[src/rtl/stream_demux.sv]
`default_nettype none
// ============================================================================
//  Module   : stream_demux
//  Purpose  : Registered 1:N stream demultiplexer. Each input word is routed
//             to the output channel chosen by in_sel. Every channel has its
//             own one-entry output register with a valid/ready handshake.
//             A stalled channel only blocks words addressed to that channel.
//
//  Parameters:
//    DATA_W  - data word width
//    NUM_CH  - number of output channels (>= 2)
//    SEL_W   - derived width of in_sel, $clog2(NUM_CH); not overridable
//
//  Ports:
//    clk        in   1              rising-edge clock
//    rst_n      in   1              asynchronous active-low reset
//    in_valid   in   1              producer presents a word
//    in_ready   out  1              word accepted this cycle (combinational)
//    in_data    in   DATA_W         input word
//    in_sel     in   SEL_W          destination channel index
//    out_valid  out  NUM_CH         per-channel word-present flags
//    out_ready  in   NUM_CH         per-channel consumer accept
//    out_data   out  NUM_CH*DATA_W  channel i at [i*DATA_W +: DATA_W]
//    err        out  1              sticky out-of-range-select flag
//
//  Build option:
//    STREAM_DEMUX_ERR_EN - when defined, err latches on any accepted word
//                          whose in_sel is out of range. Otherwise err = 0.
//
//  Revision : 1.0 - initial release
// ============================================================================
module stream_demux #(
    parameter  int DATA_W = 8,
    parameter  int NUM_CH = 4,
    localparam int SEL_W  = $clog2(NUM_CH)
) (
    input  logic                     clk,
    input  logic                     rst_n,
    input  logic                     in_valid,
    output logic                     in_ready,
    input  logic [DATA_W-1:0]        in_data,
    input  logic [SEL_W-1:0]         in_sel,
    output logic [NUM_CH-1:0]        out_valid,
    input  logic [NUM_CH-1:0]        out_ready,
    output logic [NUM_CH*DATA_W-1:0] out_data,
    output logic                     err
);

    logic [NUM_CH-1:0]             r_vld;
    logic [NUM_CH-1:0][DATA_W-1:0] r_dat;

    logic [NUM_CH-1:0] w_hit;       // one-hot decode of in_sel
    logic [NUM_CH-1:0] w_ch_rdy;    // channel can take a word this cycle
    logic              w_sel_in_range;
    logic              w_xfer;

    // Out-of-range selects can only occur when NUM_CH is not a power of 2;
    // such words are always accepted and dropped so the producer never hangs.
    assign w_sel_in_range = (int'(in_sel) < NUM_CH);

    // Ready looks only at the addressed channel; the one-hot AND avoids a
    // variable index that could fall outside the channel range.
    assign in_ready = ~w_sel_in_range | (|(w_hit & w_ch_rdy));
    assign w_xfer   = in_valid & in_ready;

    generate
        for (genvar i = 0; i < NUM_CH; i++) begin : g_ch
            assign w_hit[i]    = (in_sel == SEL_W'(i));
            assign w_ch_rdy[i] = ~r_vld[i] | out_ready[i];

            // A load wins over a drain so that a simultaneous drain and load
            // keeps the channel full with the new word and no bubble.
            always_ff @(posedge clk or negedge rst_n) begin
                if (!rst_n) begin
                    r_vld[i] <= 1'b0;
                    r_dat[i] <= '0;
                end else if (w_xfer && w_hit[i]) begin
                    r_vld[i] <= 1'b1;
                    r_dat[i] <= in_data;
                end else if (out_ready[i]) begin
                    r_vld[i] <= 1'b0;
                end
            end
        end
    endgenerate

    assign out_valid = r_vld;
    assign out_data  = r_dat;

`ifdef STREAM_DEMUX_ERR_EN
    logic r_err;

    always_ff @(posedge clk or negedge rst_n) begin
        if (!rst_n) begin
            r_err <= 1'b0;
        end else if (w_xfer && !w_sel_in_range) begin
            r_err <= 1'b1;
        end
    end

    assign err = r_err;
`else
    assign err = 1'b0;
`endif

endmodule
`default_nettype wire

[config.mk]
export PLATFORM = sky130hd
export DESIGN_NAME = stream_demux
export DESIGN_NICKNAME = d
export VERILOG_FILES = /design/src/rtl/stream_demux.sv
export SDC_FILE = /design/constraint.sdc
export NUM_CORES = 1
export LEC_CHECK = 0
export ABC_AREA = 1
export CAP_MARGIN = 20
export CORE_UTILIZATION = 48
export CTS_CLUSTER_SIZE = 10
export DETAILED_ROUTE_END_ITERATION = 10
export HOLD_SLACK_MARGIN = 0.02
export PLACE_DENSITY = 0.88
export SKIP_LAST_GASP = 1
export SYNTH_ARGS = -nofsm -noshare
export SYNTH_HDL_FRONTEND = slang
export SYNTH_SLANG_ARGS = --single-unit
[constraint.sdc]
create_clock -name clk -period 2 [get_ports clk]
set_input_delay 0.3 -clock clk [delete_from_list [all_inputs] [get_ports clk]]
set_output_delay 0.3 -clock clk [all_outputs]
set_load 0.03 [all_outputs]
-- Word-level counts from Yosys, hierarchy flattened
Index checks and enable logic that the tools add are counted.
- register bits after elaboration: 36
- word-level logic and storage cells: 39
- input port bits: 17
- output and inout bits: 38
- bitwise gates (word level): 10
- multiplexer cells: 8
- reductions and logical operators: 10
- eq/ne operators: 3
- operators by type and width (cell ; number):
    1-bit 2-to-1 mux ; 8
    2-bit nonzero test ; 4
    4-bit AND ; 1
    2-bit == test (second input constant) ; 2
    1-bit logical AND ; 4
    1-bit inverter ; 4
    1-bit bitwise OR ; 4
    4-bit OR reduction ; 1
    2-bit by 1-bit == test with 1-bit output (second input constant) ; 1
    2-bit logical NOT ; 1
    1-bit AND ; 1

-- Longest topological paths before layout
- word-level depth: 7
- depth in mapped cells: 9
- mapped depth without buffers: 9

-- Worst setup path before layout
No wires, ideal clock.
- kind: reg2out
- start: register r_vld[0] (netlist: out_valid[0])
- end: output in_ready
- data required time: 1.700 ns
- cell stages (with the launch flop): 7
- buffers on the path: 1
- data arrival time: 1.053 ns
- path slack: 0.647 ns
- path through: dfrtp_1 nand2_1 nand2_1 nand2_1 inv_2 nand2_4 buf_6
- longest elaborated chain between the ends: 4
- RTL lines (element ; RTL line ; text):
    start: declaration ; 49 ; logic [NUM_CH-1:0] r_vld;
    start signal: indexed assignment ; 75 ; r_vld[i] <= 1'b0;
    start signal: indexed assignment ; 78 ; r_vld[i] <= 1'b1;
    start signal: indexed assignment ; 81 ; r_vld[i] <= 1'b0;
    1-bit inverter ; 69 ; assign w_ch_rdy[i] = ~r_vld[i] | out_ready[i];
    1-bit bitwise OR ; 69 ;
    4-bit AND ; 63 ; assign in_ready = ~w_sel_in_range | (|(w_hit & w_ch_rdy));
    4-bit OR reduction ; 63 ;
    end: declaration ; 40 ; output logic in_ready,
Every way passes these cells.

-- Worst setup path in the final report
- start: input in_sel[1]
- end: output in_ready
- longest elaborated chain between the ends: 3
- elaborated cells between the ends (all ways): 6
- classes of those cells: eq/ne (3); bitwise (1); reduce/logical (2)
- RTL lines (element ; RTL line ; text):
    start: declaration ; 42 ; input logic [SEL_W-1:0] in_sel,
    2-bit by 1-bit == test with 1-bit output (tied with other cells) ; 68 ; assign w_hit[i] = (in_sel == SEL_W'(i));
    4-bit AND * ; 63 ;
    4-bit OR reduction * ; 63 ;
Every way passes the cells marked *; elsewhere a longest branch is shown, timed or not.

==> flow_summary.ini <==
[place]
gp_congestion = 0.797
io_buffers = 53
hpwlAfterDp_um = 2560

[clock_tree]
cts-buffers-inserted = 5
post_cts_buffers = 0
htree_levels = 2
clk_pin_slew_ns = 0.11
hold_buffers = 0
cts_sinks = 36
cts_max_path_buffers = 2
cts_resized = 0
root_buffer = clkbuf_4
clk_latency_ns = 0.34
tritoncts = built

[global_route]
grt_overflow_total = 0
grt_max_degree = 37
antenna_found_initial = 0
track_usage_pct = 22.8
first_global_vias = 1219
grt_pass1_wl_um = 5720

[cells_and_area]
synthToLayoutAreaGrowth_pct = 42.5
drive_above_1_share_pct = 11.9
fin_nets = 251
finish.utilization_pct = 72.8
diodes = 0
num-fill-cells = 251

[critical_path]
worstSetupStartpointType = primary input
cp_max_fo = 16
criticalPathCategory = primary input to output port
rr_worst_depth = 8
end_kind = output port
cp.arrival_ns = 1.62
cp.required_ns = 1.70

[routing]
initialDrtViolationCount = 76
vias = 1410
first_pass_iters = 4
drc = 0
wl_per_cell_um = 13.0
via_per_inst = 5.05
ant_nets = 0
drt-total-wl_um = 3630

[timing]
finalSetupTns_ns = 0
fin_crit_ns = 1.92
hold_violations = 0
final-max-slew-violation-count = 0
max_freq_mhz = 522
finalSetupViolCount = 0
rsz0062_at_grt = no
period_share_pct = 95.9
skew_ns = 0.00633

[floorplan]
die_y_um = 59.2
rows = 20
chipWidth_um = 59.2
ioPinCount = 55
die_area_um2 = 3510
coreArea_um2 = 3080
start_util_pct = 51.1

[run_status]
status = finished, final reports clean

[logic_synthesis]
avgSynthCellArea_um2 = 9.08
synth_nets = 190
ys_types = 14
synth_seq_area_share_pct = 57.3
netlist_instances = 173
synth_seq_cells = 36
syn-cell-area_um2 = 1570
yosysWarnings = 0

[pwr]
vdd_drop_max_v = 0.000552
power_density_nw_per_um2 = 993
p_total_mw = 2.23
cellLeakagePower_nw = 1.12

[run]
cap_violations = 0

[min_path]
hp-class = primary input to async pin
cell usage after synthesis (all sizes together):
cell type / n / share of area (%)
inv: 8 / 1.9
nor2: 3 / 1.8
clkinv: 1 / 0.24
nand2: 80 / 20
dfrtp: 36 / 57
nand3: 4 / 2.5
conb: 1 / 0.24
clkbuf: 4 / 0.96
nand4: 32 / 13
buf: 4 / 2.6
worst paths after layout:
| path | startpoint | end | slack (ns) |
|---|---|---|---|
| worst max register to register | out_valid[3]$_DFFE_PN0P_ | out_data[30]$_DFFE_PN0P_ | 0.65 |
| worst max-delay path | in_sel[1] | in_ready | 0.08 |
| min in group clk | out_data[9]$_DFFE_PN0P_ | out_data[9]$_DFFE_PN0P_ | 0.48 |
| worst min register to register | out_data[9]$_DFFE_PN0P_ | out_data[9]$_DFFE_PN0P_ | 0.48 |
| worst min-delay path | rst_n | out_data[21]$_DFFE_PN0P_ | 0.36 |
| max in group asynchronous | rst_n | out_data[10]$_DFFE_PN0P_ | 1.31 |
flip-flops by register name (all words and copies together) (netlist names):
register   cells
out_valid      4
out_data      32
cell usage in the layout (no fill, tap or decap), types with 2 or more instances in the layout:
cell              n
nand3_2           4
nor2_4            2
inv_2             2
inv_1             6
buf_4             9
nand2_1          79
nand4_1          32
dfrtp_1          36
clkdlybuf4s50_1  52
clkinv_2          2
clkbuf_4          5
report_power, final:
group / switching [mW] / internal (mW)
registers: 0.0784 / 0.869
clock network: 0.239 / 0.167
logic: 0.519 / 0.352
total: 0.837 / 1.39
cell families (layout without fill, tap and decap cells):
family	count (synthesis)	in the layout	share of synthesized area, %
buffers and inverters	17	79	5.73
flip-flops	36	36	57.3
other	1	1	0.239
AND/OR/NAND/NOR	119	119	36.7
metrics by stage:
stage	worst slack [ns]	std cells	hold slack (ns)	area, µm²
6_report	0.0826	279	0.364	2240
5_1_grt	0.00483	279	0.381	2240
4_1_cts	0.0774	279	0.375	2240
3_5_place_dp	0.0727	271	0.458	2180
3_3_place_gp	0.133	271	0.457	2180
2_1_floorplan	0.647	173	0.00441	1570
metal layers:
layer	track usage, %	share of wire (%)	vias to the layer above
met3	7.86	7.6	12
met2	33.4	45	59
li1	-	-	699
met4	8.84	2.3	0
met1	31.0	45	640
met5	0	0	-
cell type report:
cell class                 count  area [µm²]  area share [%]
sequential                    36         901            40.2
timing repair buffer          62         608            27.2
multi-input combinational    120         581            25.9
tap                           44        55.1            2.46
clock buffer                   6        51.3            2.29
inverter                       9        33.8            1.51
clock inverter                 2        10.0           0.447
critical path, stage by stage:
cell and delay (ns):
clkdlybuf4s50_1 0.59, inv_1 0.10, nor2_4 0.09, nand2_1 0.05, nand2_1 0.06, inv_1 0.06
nand2_4 0.16, buf_4 0.20
No activity file was read; power rests on OpenSTA's default activity.
